<file path="config.mk">
export PLATFORM = sky130hd
export DESIGN_NAME = memory_arbiter
export DESIGN_NICKNAME = d
export VERILOG_FILES = /design/src/rtl/memory_arbiter.sv
export SDC_FILE = /design/constraint.sdc
export NUM_CORES = 1
export LEC_CHECK = 0
export BUFFER_PORTS_ARGS = -buffer_cell sky130_fd_sc_hd__clkbuf_2
export CORE_AREA = 2 2 116 118
export DETAILED_ROUTE_END_ITERATION = 10
export DIE_AREA = 0 0 118 120
export GPL_ROUTABILITY_DRIVEN = 0
export SETUP_SLACK_MARGIN = 0.02
export SLEW_MARGIN = 0
export SYNTH_ARGS = -nofsm -noshare
export SYNTH_HDL_FRONTEND = slang
export SYNTH_SLANG_ARGS = --single-unit
</file>
<file path="constraint.sdc">
create_clock -name CLK -period 2.85 [get_ports CLK]
set_clock_uncertainty 0.15 [all_clocks]
set_input_delay 0.4275 -clock CLK [delete_from_list [all_inputs] [get_ports CLK]]
set_output_delay 0.4275 -clock CLK [all_outputs]
set_load 0.02 [all_outputs]
</file>
<file path="src/rtl/memory_arbiter.sv">
// -----------------------------------------------------------------------------
// memory_arbiter
//
// Purpose:
//   Round-robin arbiter between the per-CPU data request ports and a single
//   ported RAM. One CPU owns the RAM at a time. Address and store data are
//   passed straight through from the owner and are never latched, so each CPU
//   must hold its request stable until its dwait drops.
//
// Ports:
//   CLK       in   system clock, rising edge
//   nRST      in   asynchronous active-low reset
//   dREN      in   [CPUS]     per-CPU read request
//   dWEN      in   [CPUS]     per-CPU write request
//   daddr     in   [CPUS][32] per-CPU word address
//   dstore    in   [CPUS][32] per-CPU write data
//   dwait     out  [CPUS]     per-CPU wait, low only in the completing cycle
//   dload     out  [CPUS][32] per-CPU read data (ramload broadcast)
//   ramREN    out             RAM read enable
//   ramWEN    out             RAM write enable
//   ramaddr   out  [32]       RAM address
//   ramstore  out  [32]       RAM write data
//   ramload   in   [32]       RAM read data
//   ramstate  in   [2]        RAM status: FREE=0, BUSY=1, ACCESS=2, ERROR=3
// -----------------------------------------------------------------------------
module memory_arbiter #(
    parameter int CPUS = 2,
    parameter int PTRW = $clog2(CPUS)
) (
    input  logic                  CLK,
    input  logic                  nRST,
    input  logic [CPUS-1:0]       dREN,
    input  logic [CPUS-1:0]       dWEN,
    input  logic [CPUS-1:0][31:0] daddr,
    input  logic [CPUS-1:0][31:0] dstore,
    output logic [CPUS-1:0]       dwait,
    output logic [CPUS-1:0][31:0] dload,
    output logic                  ramREN,
    output logic                  ramWEN,
    output logic [31:0]           ramaddr,
    output logic [31:0]           ramstore,
    input  logic [31:0]           ramload,
    input  logic [1:0]            ramstate
);

    localparam logic [1:0] RAM_ACCESS = 2'd2;

    typedef enum logic {
        IDLE  = 1'b0,
        GRANT = 1'b1
    } state_t;

    state_t            state_q, state_d;
    logic [PTRW-1:0]   owner_q, owner_d;
    logic [PTRW-1:0]   rr_q,    rr_d;

    logic [CPUS-1:0]   req;
    logic              sel_found;
    logic [PTRW-1:0]   sel_idx;
    logic [PTRW-1:0]   scan_idx;
    logic [PTRW-1:0]   owner_plus1;
    logic              owner_req;
    logic              owner_done;

    assign req = dREN | dWEN;

    // Read data is broadcast; each CPU only consumes it when its dwait is low.
    always_comb begin
        for (int i = 0; i < CPUS; i++) begin
            dload[i] = ramload;
        end
    end

    // Rotating scan starting at rr_q: the first requester found wins, so the
    // most recently served CPU always has the lowest priority.
    always_comb begin
        sel_found = 1'b0;
        sel_idx   = '0;
        scan_idx  = '0;
        for (int k = 0; k < CPUS; k++) begin
            scan_idx = PTRW'((int'(rr_q) + k) % CPUS);
            if (!sel_found && req[scan_idx]) begin
                sel_found = 1'b1;
                sel_idx   = scan_idx;
            end
        end
    end

    assign owner_plus1 = (owner_q == PTRW'(CPUS - 1)) ? '0 : owner_q + PTRW'(1);
    assign owner_req   = req[owner_q];
    // An aborted request never completes, even if the RAM reports ACCESS.
    assign owner_done  = (state_q == GRANT) && owner_req && (ramstate == RAM_ACCESS);

    always_ff @(posedge CLK or negedge nRST) begin
        if (!nRST) begin
            state_q <= IDLE;
            owner_q <= '0;
            rr_q    <= '0;
        end else begin
            state_q <= state_d;
            owner_q <= owner_d;
            rr_q    <= rr_d;
        end
    end

    always_comb begin
        state_d  = state_q;
        owner_d  = owner_q;
        rr_d     = rr_q;
        ramREN   = 1'b0;
        ramWEN   = 1'b0;
        ramaddr  = '0;
        ramstore = '0;
        dwait    = '1;

        unique case (state_q)
            IDLE: begin
                if (sel_found) begin
                    owner_d = sel_idx;
                    state_d = GRANT;
                end
            end

            GRANT: begin
                ramaddr  = daddr[owner_q];
                ramstore = dstore[owner_q];
                if (!owner_req) begin
                    // Requester withdrew: release the RAM without advancing
                    // the round-robin pointer.
                    state_d = IDLE;
                end else begin
                    // Write takes precedence when both enables are set.
                    ramWEN = dWEN[owner_q];
                    ramREN = dREN[owner_q] & ~dWEN[owner_q];
                    if (owner_done) begin
                        dwait[owner_q] = 1'b0;
                        state_d        = IDLE;
                        rr_d           = owner_plus1;
                    end
                end
            end

            default: begin
                state_d = IDLE;
            end
        endcase
    end

endmodule
</file>
== After elaboration in Yosys (flattened, before gate mapping) ==
Index checks and enable logic that the tools add are counted.

* Register bits after elaboration: 3
* Latch bits: 0
* Memory bits (writable): 0
* Bits in read-only memories: 0
* Input port bits: 168
* Output and inout bits: 132
* Word-level logic and storage cells: 56
* Memories: 0

* $add $sub $neg: 2
* Multipliers: 0
* Divide/modulo/power cells: 0
* Magnitude comparators: 4
* Equal/unequal tests: 1
* Shifts and indexed selects: 0
* Multiplexer cells: 34
* Bitwise operators: 5
* Reductions and logical operators: 7

{| class="wikitable"
|+ Operators with widths
! cell !! count
|-
| 2-to-1 mux 32 bit || 6
|-
| 2-to-1 mux 1 bit || 23
|-
| less-than comparator 1 x 2 -> 1 bit, second input constant || 3
|-
| 2-to-1 mux 2 bit || 3
|-
| logical AND 1 bit || 4
|-
| AND reduction 3 bit || 1
|-
| adder 1 bit, second input constant || 2
|-
| equality test 2 bit, second input constant || 1
|-
| inverter 1 bit || 2
|-
| inverter 2 bit || 1
|-
| OR 2 bit || 1
|-
| case mux 1 bit (2 select lines) || 1
|-
| AND reduction 2 bit || 1
|-
| AND 1 bit || 1
|-
| demux 1 bit (select 1 bit) || 1
|-
| greater-or-equal comparator 1 bit, second input constant || 1
|-
| zero test 1 bit || 1
|}

== Longest topological paths before layout ==
Gate-level depths: netlist of run 1.

* Word-level depth: 9
* Mapped depth: 5
* Depth with buffers taken out: 3

== Least setup slack after synthesis of run 1 ==
No wires, ideal clock.

* Path kind: register to output
* From: register owner_q
* To: output port ramaddr[0]
* Arrival: 1.107 ns
* Path slack: 1.165 ns
* Cell stages (with the launch flop): 5
* Cells stage by stage: dfrtp_1 -> buf_4 -> buf_4 -> mux2i_1 -> nor2b_1

* Word-level cells in the longest chain between the ends: 3

{| class="wikitable"
|+ Ends and longest elaborated chain
! element !! line !! RTL
|-
| from (decl) || 54 || <nowiki>logic [PTRW-1:0] owner_q, owner_d;</nowiki>
|-
| from (signal assigned) || 101 || <nowiki>owner_q <= owner_d;</nowiki>
|-
| 2-to-1 mux 32 bit (not written as such) (2 in series) || 125 || <nowiki>ramaddr = daddr[owner_q];</nowiki>
|-
| 2-to-1 mux 32 bit || 116 || <nowiki>unique case (state_q)</nowiki>
|-
| to (decl) || 40 || <nowiki>output logic [31:0] ramaddr,</nowiki>
|}

Every way passes these cells. The select of a mux whose other input is x is not followed.

== Final worst setup path of run 1 ==
* From: register owner_q
* To: output port ramstore[12]

* Word-level cells in the longest chain between the ends: 3

{| class="wikitable"
|+ Ends and longest elaborated chain
! element !! line !! RTL
|-
| 2-to-1 mux 32 bit (not written as such) (2 in series) || 126 || <nowiki>ramstore = dstore[owner_q];</nowiki>
|-
| 2-to-1 mux 32 bit || 116 ||
|-
| to (decl) || 41 || <nowiki>output logic [31:0] ramstore,</nowiki>
|}

Every way passes these cells. The select of a mux whose other input is x is not followed.

==> results of run 1 <==
[state kept, by name, summed over array words and instances (netlist names)]
| register | cells |
|---|---|
| owner_q | 1 |
| rr_q | 1 |
| state_q | 1 |
[layout make-up]
type | instances | area [um2]
flip-flops and latches | 3 | 80.08
inverters | 3 | 11.26
multi-input cells | 147 | 1166
diodes | 1 | 2.502
repair buffers | 209 | 1076
well taps | 176 | 220.2
fillers | 1501 | 10340
clock buffers | 4 | 78.83
[power by group through the flow]
| stage | logic, mW | registers [mW] | clock network [mW] |
|---|---|---|---|
| global route | 1.63 | 0.205 | 0.232 |
| detailed placement | 1.53 | 0.196 | 0 |
| floorplan | 1.31 | 0.0686 | 0 |
| global placement | 1.53 | 0.197 | 0 |
| finish | 1.51 | 0.193 | 0.221 |
| CTS | 1.54 | 0.197 | 0.227 |
[path summary, 6_finish.rpt]
check                           slack, ps    start  cells past startpoint      endpoint
min in group asynchronous             450     nRST                      2          rr_q
worst min-delay path                  370     rr_q                      2          rr_q
worst min register to register        370     rr_q                      2          rr_q
max in group asynchronous            1970     nRST                      2       owner_q
worst max-delay path                  490  owner_q                      4  ramstore[12]
worst max register to register       1320  state_q                      3          rr_q
[synthesized netlist by cell type (all sizes together)]
cell and number:
o21ai 1, nand3b 1, a21o 1, a22oi 1
nand2 1, buf 72, clkbuf 7, nor2 4
nor2b 67, a32oi 1, nand3 1, dfrtp 3
o32a 1, a22o 1, inv 3, or3 2
mux2i 65
[worst register-to-register path, cell delays in order (launching register included)]
cell and delay (ps):
dfrtp_2 640, nand3b_1 190, or3_4 400, nand3_1 70
[layout by cell type (no fill, tap or decap)]
cell type,n
a21o_1,1
a22o_1,1
a22oi_1,1
a32oi_1,1
buf_12,1
buf_4,4
clkbuf_1,1
clkbuf_16,3
clkbuf_2,203
dfrtp_1,1
dfrtp_2,1
dfrtp_4,1
diode_2,1
dlygate4sd3_1,1
inv_1,2
inv_2,1
mux2i_1,65
nand2_1,1
nand3_1,1
nand3b_1,1
nor2_1,4
nor2b_1,67
o21ai_0,1
o32a_1,1
or3_1,1
or3_4,1
[metal layers]
layer,up-vias,routed length [um],global-route usage [%]
met1,818,2370,8.415
met4,0,310,6.250
met2,105,3186,14.90
li1,966,-,-
met3,40,550,2.281
met5,-,0,0
[kinds of logic after synthesis]
logic type | count (synthesis) | synth area share, %
AO/OA/AOI/OAI | 6 | 2.608
flip-flops | 3 | 4.118
AND/OR/NAND/NOR | 76 | 25.67
multiplexers | 65 | 35.69
buffers and inverters | 82 | 31.92
[metrics by stage]
step	instance area, um2	instances	hold slack [ps]	setup slack (ps)	utilization (%)
3_3_place_gp	2544	537	76.84	739.1	19.60
3_5_place_dp	2544	537	81.17	731.2	19.60
5_1_grt	2633	542	413.6	391.5	20.28
2_1_floorplan	1823	232	-18.09	1165	-
4_1_cts	2633	542	364.8	486.4	20.28
6_report	2635	543	373.1	488.7	20.30
==> results.toml, run 1 <==
[status]
status = "completed"

[placed_design]
portBuffers = 203
dp_hpwl_um = 5495

[detailed_routing]
drt_wl_total_um = 6417
via_count = 1929
drt_iter0_drc = 22
firstDrtPassIters = 4
wire_per_inst_um = 11.82
via_per_inst = 3.552
antenna_left = 0
route.detailed.drc = 0

[final_layout]
finalNetCount = 535
layout-drive-gt1-share_pct = 58.74
areaGrowthSynthToFinish_pct = 44.54

[clocking]
clock-sinks = 3
ctsResizeCount = 0
cts.reportedPaths.clkPinSlew_ps = 30
cts_buffer_depth = 2
root_buffer = "clkbuf_16"
cts_buffers = 3
cts_setup_buffers = 0
htree_levels = 1
insertion_delay_ps = 220
ctsHoldBuffers = 1
cts_tree = "yes"

[die]
rows = 42
fp.coreArea_um2 = 12980
fp.dieW_um = 118
ioPinCount = 300
initial_core_util_pct = 14.04
die_y_um = 120
fp.dieArea_um2 = 14160

[worst_setup_path]
required_ps = 2270
critPathTopFamily = "flip-flops"
max_stage_delay_ps = 790
cp_data_arrival_time_ps = 1780
cp_slowest_cell = "dfrtp_4"
path_class = "flop to output pin"
worstPathMaxFanout = 31
worstPathCellList = "buf_4, mux2i_1, nor2b_1, clkbuf_2"
end_kind = "output pin"
cp_num_buf_inv = 2
cp-start-kind = "flop"

[yosys]
ys_types = 20
synth_seq_cells = 3
synthCells = 232
avgSynthCellArea_um2 = 7.858
yosysSeqAreaShare_pct = 4.118
syn-cell-area_um2 = 1823
synthTopCellsByArea = "mux2i_1, buf_4, nor2b_1"
netlist.area_leader.share_pct = 35.69
synth_top_area_cell = "mux2i_1"
synth_nets = 400
yosysWarnings = 0

[sta]
hold_viol = 0
fmax_mhz = 423.5
finalCriticalPeriod_ps = 2361
worstMarginPinSlew_ps = 561.6
finalCritPeriodShare_pct = 82.85
relSlewSlack_pct = 62.56
drv_slew = 0
setup_viol = 0
fin_setup_tns_ps = 0
rsz0062_at_grt = "false"

[pwr]
p_per_area_nw_per_um2 = 732.0
seq_power_share_pct = 10.0
total_power_mw = 1.929
ir_drop_mv = 0.2576
pwr-share-comb_pct = 78.5
p_int_mw = 0.9317
p_leak_nw = 1.640
p_switching_mw = 0.9971
p_clk_share_pct = 11.5
netSwitchingFraction_pct = 51.70

[grt]
grt-ovfl-total = 0
grt_pass1_vias = 1788
grt_antenna_before_repair = 1
grt_pass1_wl_um = 9266
grt_max_degree = 43
grt_use_total_pct = 8.392

[run]
maxCapViolCount = 0

[worst_hold_path]
hp-class = "flop to flop"
(Power assumes the default switching activity.)
==> run 2, diff against run 1 <==
--- a/config.mk
+++ b/config.mk
@@ -6,9 +6,9 @@
 export NUM_CORES = 1
 export LEC_CHECK = 0
 export BUFFER_PORTS_ARGS = -buffer_cell sky130_fd_sc_hd__clkbuf_2
-export CORE_AREA = 2 2 116 118
+export CORE_AREA = 2 2 117 119
 export DETAILED_ROUTE_END_ITERATION = 10
-export DIE_AREA = 0 0 118 120
+export DIE_AREA = 0 0 119 121
 export GPL_ROUTABILITY_DRIVEN = 0
 export SETUP_SLACK_MARGIN = 0.02
 export SLEW_MARGIN = 0
==> constraint.sdc (replaced) <==
create_clock -name CLK -period 2.3 [get_ports CLK]
set_clock_uncertainty 0.15 [all_clocks]
set_input_delay 0.345 -clock CLK [delete_from_list [all_inputs] [get_ports CLK]]
set_output_delay 0.345 -clock CLK [all_outputs]
set_load 0.02 [all_outputs]
==> results.toml, run 2 (synthesis gave the netlist of run 1 again) <==
[status]
status = "completed"

[clocking]
cts_buffers = 3
root_buffer = "clkbuf_16"
insertion_delay_ps = 220
cts.reportedPaths.clkPinSlew_ps = 30
cts_buffer_depth = 2
cts_tree = "yes"
htree_levels = 1
clock-sinks = 3
cts_setup_buffers = 0

[pwr]
ir_drop_mv = 0.2837
p_int_mw = 1.175
netSwitchingFraction_pct = 51.44
pwr-share-comb_pct = 82.9
p_switching_mw = 1.245
seq_power_share_pct = 5.7
p_leak_nw = 1.647
p_per_area_nw_per_um2 = 911.1
total_power_mw = 2.420
p_clk_share_pct = 11.4

[die]
rows = 42
ioPinCount = 300
fp.coreArea_um2 = 13090
fp.dieArea_um2 = 14400
initial_core_util_pct = 13.93
die_y_um = 121
fp.dieW_um = 119

[detailed_routing]
dr_wl_met2_um = 3293
routed-wl-met3_um = 543
via_per_inst = 3.634
route.detailed.drc = 0
firstDrtPassIters = 4
drt_iter0_drc = 49
drt-met1-wl_um = 2348
drt_wl_total_um = 6510
antenna_left = 0
wire_per_inst_um = 11.99
top_layer = "met4"
via_count = 1973

[sta]
worstMarginPinSlew_ps = 340.2
drv_slew = 0
finalCriticalPeriod_ps = 2097
fin_setup_tns_ps = 0
setup_viol = 0
hold_viol = 0
finalCritPeriodShare_pct = 91.17
rsz0062_at_grt = "false"
fmax_mhz = 476.9
relSlewSlack_pct = 77.23
holdWs_ps = 316.8
layout_setup_ws_ps = 203.2

[grt]
grt_use_total_pct = 8.277
grt_pass1_wl_um = 9390
grt_antenna_before_repair = 0
grt_pass1_vias = 1967
grt_max_degree = 38
grt-ovfl-total = 0

[worst_setup_path]
crit_end = "ramstore[29]"
r2r_start = "owner_q"
ff2ff_path_depth = 3
cp-start-kind = "flop"
required_ps = 1800
end_kind = "output pin"
cp_data_arrival_time_ps = 1600
crit_start = "owner_q"
rr_endpoint = "state_q"
path_class = "flop to output pin"
r2r_setup_slack_ps = 940
worstPathMaxFanout = 22

[final_layout]
largestRegisters = "owner_q: 1 flops, rr_q: 1 flops, state_q: 1 flops"
final_cell_area_um2 = 2656
layout_commonest_cell = "clkbuf_2"
fill_cells = 1474
diodes = 0
seq_area_um2 = 80.08
finalNetCount = 536
layout-drive-gt1-share_pct = 59.13
areaGrowthSynthToFinish_pct = 45.71
postLayoutCoreUtil_pct = 20.30
multi_input_area_um2 = 1170
final_cell_mix = "clkbuf_2, nor2b_1, mux2i_1, nor2_1, buf_4"
instances_no_fill = 543

[placed_design]
post_dp_cell_area_um2 = 2564
dp_slack_ps = 239.5
portBuffers = 203
placedCellCount = 538
dp_hpwl_um = 5693

[worst_hold_path]
hp-class = "input pin to async pin"

[run]
maxCapViolCount = 0
==> run 2: per-layer routing <==
metal	vias to the layer above	global-route usage, %
met4	0	4.613
met5	-	0
met2	121	15.55
met3	31	1.927
li1	967	-
met1	854	8.400
==> run 2: what timing repair did <==
action | 4_1_cts | 5_1_grt
setup endpoints to repair | 1 | 0
hold buffers | 1 | 0
hold endpoints to repair | 3 | 0
resized for setup | 1 | 0
==> run 2: how the worst min path moves through the flow <==
| stage | cells after the start | to |
|---|---|---|
| global route | 2 | owner_q |
| detailed placement | 1 | owner_q |
| floorplan | 0 | owner_q |
| finish | 2 | rr_q |
| global placement | 1 | owner_q |
| CTS | 3 | state_q |
==> run 2: power by group through the flow <==
stage	clock (mW)	combinational, mW	sequential (mW)
finish	0.275	2.01	0.138
global route	0.286	2.15	0.148
CTS	0.279	2.04	0.140
detailed placement	0	2.03	0.140
global placement	0	2.02	0.137
floorplan	0	1.62	0.0851
==> run 2: area by class of cell <==
cell class / count / area share [%]
clock buffer: 4 / 2.967
inverter: 3 / 0.4239
multi-input combinational: 147 / 44.04
sequential: 3 / 3.015
tap: 176 / 8.290
timing repair buffer: 210 / 41.26
==> run 2: worst max-delay path: stages (launching register included) <==
cell and delay, ps:
dfrtp_4 560, buf_12 230, mux2i_2 340, nor2b_1 80, clkbuf_2 160
==> run 3, diff against run 2 <==
--- a/config.mk
+++ b/config.mk
@@ -10,6 +10,8 @@
 export DETAILED_ROUTE_END_ITERATION = 10
 export DIE_AREA = 0 0 119 121
 export GPL_ROUTABILITY_DRIVEN = 0
+export GPL_TIMING_DRIVEN = 0
+export PLACE_DENSITY_LB_ADDON = 0.05
 export SETUP_SLACK_MARGIN = 0.02
 export SLEW_MARGIN = 0
 export SYNTH_ARGS = -nofsm -noshare
==> results.toml, run 3 (synthesis gave the netlist of run 1 again) <==
[grt]
grt_use_total_pct = 9.858
grt_antenna_before_repair = 0
grt_pass1_wl_um = 11540
grt_pass1_vias = 2464
grt_max_degree = 11
grt-ovfl-total = 0

[placed_design]
dp_slack_ps = 408.9
portBuffers = 267
dp_hpwl_um = 6929

[sta]
finalCritPeriodShare_pct = 87.61
fin_setup_tns_ps = 0
finalCriticalPeriod_ps = 2015
layout_setup_ws_ps = 285.0
rsz0062_at_grt = "false"
worstMarginPinSlew_ps = 363.4
relSlewSlack_pct = 75.77
hold_viol = 0
drv_slew = 0
setup_viol = 0
fmax_mhz = 496.3

[pwr]
p_leak_nw = 2.232
p_per_area_nw_per_um2 = 766.7
ir_drop_mv = 0.1854

[detailed_routing]
firstDrtPassIters = 4
wire_per_inst_um = 11.52
via_count = 2458
via_per_inst = 3.615
antenna_left = 0
drt_iter0_drc = 44
drt_wl_total_um = 7834
route.detailed.drc = 0

[die]
fp.dieArea_um2 = 14400
ioPinCount = 300
rows = 42
initial_core_util_pct = 13.93
fp.coreArea_um2 = 13090
die_y_um = 121
fp.dieW_um = 119

[final_layout]
diodes = 0
layout-drive-gt1-share_pct = 68.25
areaGrowthSynthToFinish_pct = 90.25
layout_commonest_cell = "clkbuf_2"
seq_area_um2 = 75.07
final_cell_mix = "clkbuf_2, buf_4, nor2b_1, mux2i_1, clkbuf_1"
largestRegisters = "owner_q: 1 flops, rr_q: 1 flops, state_q: 1 flops"
fill_cells = 1463
finalNetCount = 673
multi_input_area_um2 = 1166

[clocking]
cts.reportedPaths.clkPinSlew_ps = 30
ctsHoldBuffers = 1
ctsResizeCount = 0
cts_tree = "yes"
cts_buffers = 3
cts_buffer_depth = 2
root_buffer = "clkbuf_16"
cts_setup_buffers = 0
insertion_delay_ps = 220
htree_levels = 1
clock-sinks = 3

[worst_setup_path]
r2r_start = "state_q"
r2r_setup_slack_ps = 860
max_stage_delay_ps = 530
worstPathCellList = "clkbuf_1, nor2b_1, clkbuf_2"
path_class = "flop to output pin"
cp-start-kind = "flop"
required_ps = 1800
crit_start = "state_q"
cp_slowest_cell = "dfrtp_1"
worstPathMaxFanout = 10
end_kind = "output pin"
cp_data_arrival_time_ps = 1520

[status]
status = "completed"

[worst_hold_path]
hp-start = "ramstate[1]"
hp-class = "input pin to flop"

[run]
maxCapViolCount = 0
[run 3: changes by cell type in the layout (fill, tap and decap cells not counted), moves of 2 or more]
cell,before,now
clkbuf_2,203,267
buf_12,2,0
buf_4,4,71
clkbuf_1,1,8
dfrtp_1,1,3
[run 3: metrics by stage]
step	power (mW)	std cells	hold WS [ps]	area, um2	utilization, %
after global routing	2.879	680	383.5	3468	26.51
final	2.659	680	341.9	3468	26.51
after CTS	2.727	680	341.6	3468	26.51
after floorplan	1.706	232	-100.6	1823	-
after detailed placement	2.439	675	-1.941	3379	25.83
after global placement	2.440	675	-3.508	3379	25.83
[run 3: area by class of cell]
type	instances	share of cell area, %
Inverter	3	0.3247
Sequential cell	3	2.164
Multi-Input combinational cell	147	33.62
Buffer	79	16.45
Timing Repair Buffer	268	38.82
Clock buffer	4	2.273
Tap cell	176	6.349
[run 3: metal layers]
layer  GRT usage, %  up-vias  wire length (um)
met5              0        -                 0
met4          1.860        0                21
met3          2.115        2               710
met2          20.08      151              4368
met1          10.27     1061              2734
li1               -     1244                 -
[run 3: worst max-delay path, delay by kind of cell (launching register included)]
family	cells	cell delay [ps]
buffers and inverters	2	550
flip-flops	1	530
AND/OR/NAND/NOR	1	230
[run 3: final timing paths]
kind,depth (start not counted),endpoint
setup reg to reg,3,owner_q
max in group asynchronous,2,rr_q
setup / recovery,3,ramaddr[30]
hold reg to reg,2,rr_q
hold / removal,4,rr_q
min in group asynchronous,2,owner_q
[run 3: power breakdown]
part,leakage [nW],total [mW],switching (mW),internal (mW)
Clock,0.0382,0.274,0.0451,0.229
Combinational,2.16,2.29,1.31,0.983
Sequential,0.0313,0.0945,0.0214,0.0731
